`src/rtl/psum_quant_ctrl_if.sv`:
```
`default_nettype none
// ============================================================================
// Module      : psum_quant_ctrl_if
// Description : Stream bundle for psum_quant_ctrl. Carries the partial-product
//               input stream and the quantized result output stream.
//               master : producer of partial products / consumer of results
//               slave  : the psum_quant_ctrl block itself
// Ports       : in_valid/in_ready/in_data    partial-product handshake
//               out_valid/out_ready/out_data result handshake
// Revision    : 1.0  initial release
// ============================================================================
interface psum_quant_ctrl_if #(
  parameter int INTERNAL_BITS = 32,
  parameter int DATA_BITS     = 16
);
  logic                     in_valid;
  logic                     in_ready;
  logic [INTERNAL_BITS-1:0] in_data;
  logic                     out_valid;
  logic                     out_ready;
  logic [DATA_BITS-1:0]     out_data;

  modport master (
    output in_valid, in_data, out_ready,
    input  in_ready, out_valid, out_data
  );

  modport slave (
    input  in_valid, in_data, out_ready,
    output in_ready, out_valid, out_data
  );
endinterface
`default_nettype wire

```
`src/rtl/psum_quant_ctrl.sv`:
```
`default_nettype none
// ============================================================================
// Module      : psum_quant_ctrl
// Description : Accumulate-then-truncate sequencer for the conv back end.
//               Per output: preload the bias, add cfg_len signed partial
//               products, optionally clamp negatives (ReLU), drop FRAC_BITS
//               fraction bits and emit DATA_BITS over valid/ready. Repeats
//               cfg_num_out times per job, then pulses done.
// Ports       : clk, rst            clock, synchronous active-high reset
//               start               one-cycle job start (honoured in IDLE)
//               cfg_len/num_out/bias/relu  job config, latched on start
//               bus (slave)         in_* partial products, out_* results
//               busy, done          status; done is a one-cycle pulse
// Options     : `define QUANT_SAT_EN to saturate the result to the signed
//               DATA_BITS range instead of wrapping on overflow.
// Revision    : 1.0  initial release
// ============================================================================
module psum_quant_ctrl #(
  parameter int INTERNAL_BITS = 32,
  parameter int DATA_BITS     = 16,
  parameter int FRAC_BITS     = 8,
  parameter int LEN_BITS      = 10,
  parameter int NUM_BITS      = 16
) (
  input  wire logic                     clk,
  input  wire logic                     rst,
  input  wire logic                     start,
  input  wire logic [LEN_BITS-1:0]      cfg_len,
  input  wire logic [NUM_BITS-1:0]      cfg_num_out,
  input  wire logic [INTERNAL_BITS-1:0] cfg_bias,
  input  wire logic                     cfg_relu,
  psum_quant_ctrl_if.slave              bus,
  output logic                          busy,
  output logic                          done
);

  localparam logic [1:0] c_st_idle = 2'd0;
  localparam logic [1:0] c_st_acc  = 2'd1;
  localparam logic [1:0] c_st_out  = 2'd2;
  localparam logic [1:0] c_st_fin  = 2'd3;

`ifdef QUANT_SAT_EN
  // Largest / smallest accumulator values representable at the output scale.
  localparam logic [INTERNAL_BITS-1:0] c_sat_hi =
    {{(INTERNAL_BITS-DATA_BITS-FRAC_BITS+1){1'b0}}, {(DATA_BITS-1){1'b1}}, {FRAC_BITS{1'b0}}};
  localparam logic [INTERNAL_BITS-1:0] c_sat_lo =
    {{(INTERNAL_BITS-DATA_BITS-FRAC_BITS+1){1'b1}}, {(DATA_BITS-1+FRAC_BITS){1'b0}}};
`endif

  logic [1:0]               r_state;
  logic [LEN_BITS-1:0]      r_len;
  logic [LEN_BITS-1:0]      r_term_cnt;
  logic [NUM_BITS-1:0]      r_num;
  logic [NUM_BITS-1:0]      r_out_cnt;
  logic [INTERNAL_BITS-1:0] r_bias;
  logic [INTERNAL_BITS-1:0] r_acc;
  logic                     r_relu;
  logic [DATA_BITS-1:0]     r_out_data;

  logic [INTERNAL_BITS-1:0] w_acc_sum;
  logic                     w_in_fire;
  logic                     w_out_fire;
  logic                     w_last_term;
  logic                     w_last_out;

  // ReLU, optional saturation, then drop the fraction bits.
  function automatic logic [DATA_BITS-1:0] quant(
    input logic [INTERNAL_BITS-1:0] a,
    input logic                     relu
  );
    logic [INTERNAL_BITS-1:0] r;
    r = (relu && a[INTERNAL_BITS-1]) ? '0 : a;
`ifdef QUANT_SAT_EN
    if ($signed(r) > $signed(c_sat_hi))
      return {1'b0, {(DATA_BITS-1){1'b1}}};
    else if ($signed(r) < $signed(c_sat_lo))
      return {1'b1, {(DATA_BITS-1){1'b0}}};
`endif
    return r[FRAC_BITS+DATA_BITS-1:FRAC_BITS];
  endfunction

  assign w_acc_sum   = r_acc + bus.in_data;
  assign w_in_fire   = bus.in_valid  && (r_state == c_st_acc);
  assign w_out_fire  = bus.out_ready && (r_state == c_st_out);
  // Widened by one bit so the +1 cannot wrap at the counter maximum.
  assign w_last_term = ({1'b0, r_term_cnt} + (LEN_BITS+1)'(1)) == {1'b0, r_len};
  assign w_last_out  = ({1'b0, r_out_cnt}  + (NUM_BITS+1)'(1)) == {1'b0, r_num};

  // Status/handshake outputs decode directly from the registered state.
  assign bus.in_ready  = (r_state == c_st_acc);
  assign bus.out_valid = (r_state == c_st_out);
  assign bus.out_data  = r_out_data;
  assign busy          = (r_state != c_st_idle);
  assign done          = (r_state == c_st_fin);

  always_ff @(posedge clk) begin
    if (rst) begin
      r_state    <= c_st_idle;
      r_len      <= '0;
      r_term_cnt <= '0;
      r_num      <= '0;
      r_out_cnt  <= '0;
      r_bias     <= '0;
      r_acc      <= '0;
      r_relu     <= 1'b0;
      r_out_data <= '0;
    end else begin
      case (r_state)
        c_st_idle: begin
          if (start) begin
            r_len      <= cfg_len;
            r_num      <= cfg_num_out;
            r_bias     <= cfg_bias;
            r_relu     <= cfg_relu;
            r_acc      <= cfg_bias;
            r_term_cnt <= '0;
            r_out_cnt  <= '0;
            if (cfg_num_out == '0) begin
              r_state <= c_st_fin;
            end else if (cfg_len == '0) begin
              // Zero-term outputs are the bias alone.
              r_state    <= c_st_out;
              r_out_data <= quant(cfg_bias, cfg_relu);
            end else begin
              r_state <= c_st_acc;
            end
          end
        end

        c_st_acc: begin
          if (w_in_fire) begin
            r_acc      <= w_acc_sum;
            r_term_cnt <= r_term_cnt + LEN_BITS'(1);
            if (w_last_term) begin
              // Quantize the final sum now so out_data is ready with out_valid.
              r_state    <= c_st_out;
              r_out_data <= quant(w_acc_sum, r_relu);
            end
          end
        end

        c_st_out: begin
          if (w_out_fire) begin
            r_out_cnt <= r_out_cnt + NUM_BITS'(1);
            if (w_last_out) begin
              r_state <= c_st_fin;
            end else begin
              r_acc      <= r_bias;
              r_term_cnt <= '0;
              if (r_len == '0) begin
                r_out_data <= quant(r_bias, r_relu);
              end else begin
                r_state <= c_st_acc;
              end
            end
          end
        end

        c_st_fin: begin
          r_state <= c_st_idle;
        end

        default: begin
          r_state <= c_st_idle;
        end
      endcase
    end
  end

endmodule
`default_nettype wire

```
`src/flat_wrapper.sv`:
```
// flat-port wrapper written by rule: the top's interface ports become plain ports
module psum_quant_ctrl_flat 
#(
  parameter int INTERNAL_BITS = 32,
  parameter int DATA_BITS     = 16,
  parameter int FRAC_BITS     = 8,
  parameter int LEN_BITS      = 10,
  parameter int NUM_BITS      = 16
)
  (clk, rst, start, cfg_len, cfg_num_out, cfg_bias, cfg_relu, busy, done, bus_in_valid, bus_in_data, bus_out_ready, bus_in_ready, bus_out_valid, bus_out_data);
  psum_quant_ctrl_if #(.INTERNAL_BITS(INTERNAL_BITS), .DATA_BITS(DATA_BITS)) bus_i ();
  input  wire logic clk;
  input  wire logic rst;
  input  wire logic start;
  input  wire logic [LEN_BITS-1:0] cfg_len;
  input  wire logic [NUM_BITS-1:0] cfg_num_out;
  input  wire logic [INTERNAL_BITS-1:0] cfg_bias;
  input  wire logic cfg_relu;
  output logic busy;
  output logic done;
  input wire logic [$bits(bus_i.in_valid)-1:0] bus_in_valid;
  input wire logic [$bits(bus_i.in_data)-1:0] bus_in_data;
  input wire logic [$bits(bus_i.out_ready)-1:0] bus_out_ready;
  output wire logic [$bits(bus_i.in_ready)-1:0] bus_in_ready;
  output wire logic [$bits(bus_i.out_valid)-1:0] bus_out_valid;
  output wire logic [$bits(bus_i.out_data)-1:0] bus_out_data;
  assign bus_i.in_valid = bus_in_valid;
  assign bus_i.in_data = bus_in_data;
  assign bus_i.out_ready = bus_out_ready;
  assign bus_in_ready = bus_i.in_ready;
  assign bus_out_valid = bus_i.out_valid;
  assign bus_out_data = bus_i.out_data;
  psum_quant_ctrl #(.INTERNAL_BITS(INTERNAL_BITS), .DATA_BITS(DATA_BITS), .FRAC_BITS(FRAC_BITS), .LEN_BITS(LEN_BITS), .NUM_BITS(NUM_BITS)) u_core (.clk(clk), .rst(rst), .start(start), .cfg_len(cfg_len), .cfg_num_out(cfg_num_out), .cfg_bias(cfg_bias), .cfg_relu(cfg_relu), .bus(bus_i), .busy(busy), .done(done));
endmodule
```
`config.mk`:
```
export PLATFORM = sky130hd
export DESIGN_NAME = psum_quant_ctrl_flat
export DESIGN_NICKNAME = d
export VERILOG_FILES = /design/src/rtl/psum_quant_ctrl_if.sv /design/src/rtl/psum_quant_ctrl.sv /design/src/flat_wrapper.sv
export SDC_FILE = /design/constraint.sdc
export NUM_CORES = 1
export LEC_CHECK = 0
export BUFFER_PORTS_ARGS = -buffer_cell sky130_fd_sc_hd__clkbuf_2
export CORE_ASPECT_RATIO = 0.7
export CORE_MARGIN = 2
export CORE_UTILIZATION = 42
export CTS_CLUSTER_SIZE = 8
export DETAILED_ROUTE_END_ITERATION = 6
export PLACE_DENSITY = 0.64
export SLEW_MARGIN = 20
export SYNTH_ARGS = -nofsm -noshare
export SYNTH_HDL_FRONTEND = slang
export SYNTH_SLANG_ARGS = --single-unit
```
`constraint.sdc`:
```
create_clock -name clk -period 4.9 [get_ports clk]
set_clock_uncertainty 0.1 [all_clocks]
set_input_delay 1.225 -clock clk [delete_from_list [all_inputs] [get_ports clk]]
set_output_delay 1.225 -clock clk [all_outputs]
set_load 0.03 [all_outputs]
```
Word level (Yosys, flattened, before mapping) --
Cells that the tools add are included.
Operators by class: $add $sub $neg 5, multipliers 0, divide/modulo/power cells 0, order comparisons 0, eq/ne operators 14, shift-type cells 0, multiplexer cells 34, bitwise operators 0, reductions and logical operators 17
Operators with widths (count):
- 16-bit 2-to-1 mux | 10
- 32-bit 2-to-1 mux | 4
- 32-bit case mux with 3 select lines | 1
- 24-bit 2-to-1 mux | 3
- 16-bit case mux with 3 select lines | 1
- 10-bit 2-to-1 mux | 4
- 32-bit adder | 1
- 16-bit case mux with 2 select lines | 1
- 10-bit case mux with 3 select lines | 1
- 10-bit logical NOT | 2
- 16-bit by 1-bit adder with 17-bit output (second input constant) | 1
- 17-bit by 16-bit equality test with 1-bit output | 1
- 16-bit by 1-bit adder with 16-bit output (second input constant) | 1
- 16-bit logical NOT | 1
- 2-bit 2-to-1 mux | 8
- 10-bit by 1-bit adder with 11-bit output (second input constant) | 1
- 11-bit by 10-bit equality test with 1-bit output | 1
- 10-bit by 1-bit adder with 10-bit output (second input constant) | 1
- 2-bit by 1-bit != test with 1-bit output (second input constant) | 5
- 5-bit AND reduction | 2
- 9-bit AND reduction | 1
- 2-bit case mux with 4 select lines | 1
- 2-bit != test (second input constant) | 3
- 1-bit logical AND | 5
- other kinds (8) | 10
Word-level totals: flip-flop bits (word level) 135, bits in latches 0, RAM bits 0, bits in read-only memories 0, input bits 96, output and inout bits 20, word-level logic and storage cells 79, memories 0

Depth between registers and ports, before layout --
word-level depth 6, depth in mapped cells 12, gate-level depth less buffers 11

Least setup slack after synthesis --
Ideal clock, no wire load.
kind input -> register, start in bus_in_data[0], end reg u_core.r_acc[20], library setup time 0.070 ns, arrival time 4.129 ns, slack 0.600 ns, stages on the path 11, buffers on the path 0, path through ha_1 -> fa_1 -> a21o_1 -> a221oi_1 -> a2111oi_0 -> o21a_1 -> a2111oi_1 -> xnor2_1 -> nand2_1 -> a311o_1 -> a21oi_1
Between the ends: word-level cells in the longest chain between the ends 3
Ends and longest elaborated chain:
- from (decl) | line flat_wrapper.sv:22 | input wire logic [$bits(bus_i.in_data)-1:0] bus_in_data;
- 32-bit adder | line psum_quant_ctrl.sv:82 | assign w_acc_sum = r_acc + bus.in_data;
- 32-bit 2-to-1 mux | line psum_quant_ctrl.sv:131 | if (w_in_fire) begin
- 32-bit case mux with 3 select lines | line psum_quant_ctrl.sv:108 | case (r_state)
- to (signal assigned) | line psum_quant_ctrl.sv:115 | r_acc <= cfg_bias;
- to (signal assigned) | line psum_quant_ctrl.sv:132 | r_acc <= w_acc_sum;
- to (signal assigned) | line psum_quant_ctrl.sv:148 | r_acc <= r_bias;
- to (decl) | line psum_quant_ctrl.sv:56 | logic [INTERNAL_BITS-1:0] r_acc;
No other way between the ends. The select of a mux whose other input is x is not followed. A chain may end at the register's enable or synchronous reset.

Worst setup path in the final report --
Ends and elaborated chain as after synthesis.

==> results.rst <==
.. list-table::
   :header-rows: 1

   * - Metric
     - Value
   * - Part of the Yosys area used for sequential elements
     - 31.9%
   * - Wire per inst
     - 18.1 µm
   * - Antenna violations before repair
     - 0
   * - Number of remaining DRC errors
     - 0
   * - Root Buffer
     - clkbuf_16
   * - Count of fill cells added during filler insertion
     - 2048
   * - Drt first pass iters
     - 5
   * - Total track usage
     - 25.0%
   * - Syn_area_per_cell
     - 7.57 µm²
   * - Share of total power consumed by net switching
     - 45.7%
   * - Sequential share of power
     - 26.5%
   * - Chain of cells forming the critical path
     - clkbuf_2, ha_1, fa_1, a21o_1, a221oi_1, buf_4, a2111oi_0, o21a_1, a2111oi_1, buf_4, xnor2_1, nand2_1, a311o_1, a21oi_1
   * - Prevailing post-synth register cell
     - dfxtp_1
   * - EDFF count, synth
     - 0
   * - Tightest hold margin
     - 0.356 ns
   * - Top cells by area, synth
     - dfxtp_1 32%, nand2_1 9.7%, a21oi_1 8.1%, ha_1 5.5%, xnor2_1 3.9%
   * - Clock tree sinks
     - 135
   * - Final number of hold-violating endpoints
     - 0
   * - Cts bufs inserted
     - 17
   * - CTS tree
     - built
   * - Post-CTS Resized
     - 0
   * - Headroom to the max-slew limit
     - 31.1%
   * - Crit. End Element
     - flip-flop
   * - Final setup viols
     - 0
   * - Max-slew violation count
     - 0
   * - Overflow after GRT
     - 0
   * - Clock insertion delay at the later pin of the skew report
     - 0.43 ns
   * - Area of the core
     - 19800 µm²
   * - Count of hold buffers inserted by post-cts repair
     - 0
   * - Synthesized Nets
     - 1254
   * - Int Pwr
     - 3.26 mW
   * - Row Count
     - 43
   * - Count of buffer and inverter cells on the critical path
     - 3
   * - Final Non-Filler Cells
     - 1474
   * - Slew @ Worst Pin
     - 1.03 ns
   * - Maximum count of clock buffers along a single path
     - 2
   * - Share of the clock period used by the worst path
     - 84.8%
   * - Setup crit start kind
     - input port
   * - Result of the run
     - complete, no violations
   * - Maximum fanout along the worst path
     - 5
   * - Count of mapped cells out of synthesis
     - 1120
   * - Clock share of power
     - 20.1%
   * - Vias in the first global route
     - 7909
   * - Initial cell density of the core
     - 42.8%
   * - Die area
     - 21400 µm²
   * - Post-synthesis instance area
     - 8480 µm²
   * - Top cell type by total area after synthesis
     - dfxtp_1
   * - I/O Buffers
     - 115
   * - Power Dens Cells
     - 612 nW/µm²
   * - Fraction of layout cells with a size suffix above 1
     - 14.8%
   * - Total negative setup slack
     - 0 ns
   * - Setup repair after global routing missed its margin
     - false
   * - First-iteration detailed-routing DRC count
     - 837
   * - Power share of the combinational group
     - 53.4%
   * - Switching component of the power
     - 2.74 mW
   * - Number of H-tree levels
     - 4
   * - Data required time at the worst endpoint
     - 5.16 ns
   * - IO Pins
     - 116
   * - Overall via count from detail_route
     - 8688
   * - Count of antenna diodes in the layout
     - 0
   * - Number of buffers added for setup after CTS
     - 0
   * - Post-layout minimum cycle time
     - 4.16 ns
   * - Layout Area Growth over Synthesis
     - 15.4%
   * - Global-route wire length before repair
     - 42.2 mm
   * - Die height
     - 123 µm
   * - Classification of the worst-slack hold path
     - reg -> reg
   * - WP data arrival
     - 4.41 ns
   * - Category of cells accounting for the largest share of critical-path delay
     - compound AO/OA/AOI/OAI gates
   * - Delay of the slowest cell on the worst path
     - 0.41 ns
   * - Pre-CTS setup slack
     - 0.356 ns
   * - Yosys synthesis warning count
     - 0
   * - Final worst setup slack
     - 0.743 ns
   * - Library cell appearing most often on the critical path
     - buf_4
   * - Detailed-route vias per instance
     - 5.89
   * - Final core utilization
     - 49.4%
   * - Number of register bits inferred by synthesis
     - 135
   * - Footprint of the multi-input gates
     - 5410 µm²
   * - Global placer's final weighted congestion
     - 0.917
   * - Proportion of synthesized flip-flops having asynchronous set or reset
     - 0%
   * - Net count of the finished layout
     - 1327
   * - Cell with the largest stage delay on the worst path
     - fa_1
   * - Sequential cell area
     - 2700 µm²
   * - Max VDD drop
     - 0.279 mV
   * - Leakage power figure
     - 3.96 nW
   * - Largest net degree at the start of global routing
     - 67
   * - Type of the setup path with the least slack
     - in -> reg
   * - Number of cells in the design after placement
     - 1444
   * - Distinct cell type count of the synthesized netlist
     - 65
   * - Summed area of non-filler cells in the final layout
     - 9790 µm²
   * - Clock-pin slew of the registers on the worst-case setup and hold paths
     - 0.06 ns
   * - Sum of routed wire length over all layers
     - 26.7 mm
   * - Achievable Freq
     - 0.241 GHz
   * - Max-cap violation count
     - 0
   * - Placed Instance Area
     - 9250 µm²
   * - Portion of synthesized cell area occupied by the leading cell type
     - 31.9%
   * - Power Total
     - 5.99 mW
   * - Remaining antenna violation count after routing
     - 0
   * - DIE WIDTH
     - 174 µm
   * - Detailed Place HPWL
     - 18.4 mm
## worst register-to-register path, cell delays in order, from the launching register on
cell	delay, ns
dfxtp_1	0.46
ha_1	0.31
and3_1	0.31
nand3_1	0.23
xor2_1	0.20
a211o_1	0.31
a211oi_1	0.49
a21bo_2	0.28
a211o_2	0.60
buf_4	0.31
a21oi_1	0.06
a211oi_1	0.24
## synth_stat cells, types with 19 or more instances
| cell | number |
|---|---|
| a21oi_1 | 138 |
| clkbuf_1 | 62 |
| nand2_1 | 219 |
| xor2_1 | 23 |
| a31oi_1 | 19 |
| nor2_1 | 68 |
| xnor2_1 | 38 |
| a21o_1 | 21 |
| dfxtp_1 | 135 |
| nand3_1 | 31 |
| a221oi_1 | 25 |
| ha_1 | 37 |
| o21ai_0 | 20 |
| nor3_1 | 21 |
## worst paths after layout
path	from	endpoint	slack (ns)	cells after the start
setup / recovery	bus_in_data[0]	u_core.r_acc[20]	0.74	14
hold / removal	u_core.r_bias[5]	u_core.r_bias[5]	0.36	2
setup reg to reg	u_core.r_out_cnt[0]	u_core.r_acc[28]	0.94	11
hold reg to reg	u_core.r_bias[5]	u_core.r_bias[5]	0.36	2
## area by class of cell
cell class | instances | area share, %
well taps | 270 | 3.45
clock inverters | 9 | 0.806
flip-flops and latches | 135 | 27.6
multi-input cells | 889 | 55.3
inverters | 16 | 0.614
repair buffers | 134 | 7.49
clock buffers | 21 | 4.71
## routing by layer
| layer | track usage [%] | wire, µm |
|---|---|---|
| met5 | 0 | 0 |
| met4 | 8.51 | 402 |
| met3 | 5.58 | 2270 |
| met2 | 35.4 | 11000 |
| met1 | 37.1 | 13000 |
## layout by cell type (no fill, tap or decap), types with 23 or more instances in the layout
master    instances
nand2_1         218
a21oi_1         137
dfxtp_1         135
clkbuf_2        114
nor2_1           68
xnor2_1          38
ha_1             36
nand3_1          31
a221oi_1         25
xor2_1           23
## logic make-up after synthesis
group	Yosys count	share of synthesized area, %
and+or+nand+nor	441	23.8
AOI/OAI and AO/OA	341	26.8
DFF	135	31.9
buffers and inverters	96	4.57
xor gates and xnor gates	61	6.30
adders and majority gates	38	5.70
muxes	8	0.959
## power groups by stage
stage               Sequential (mW)  Clock (mW)  Combinational [mW]
finish                         1.59        1.20                3.20
floorplan                      1.67           0                2.19
global placement               1.60           0                3.10
CTS                            1.58        1.22                3.15
global route                   1.62        1.27                3.51
detailed placement             1.61           0                3.13
## flip-flops by register name, summed over array words and instances (netlist names)
signal,count
u_core.bus.out_data,16
u_core.r_out_cnt,16
u_core.r_len,10
u_core.r_relu,1
u_core.r_num,16
u_core.r_state,2
u_core.r_term_cnt,10
u_core.r_bias,32
u_core.r_acc,32
Note: power is estimated with default switching activity, not from simulation.
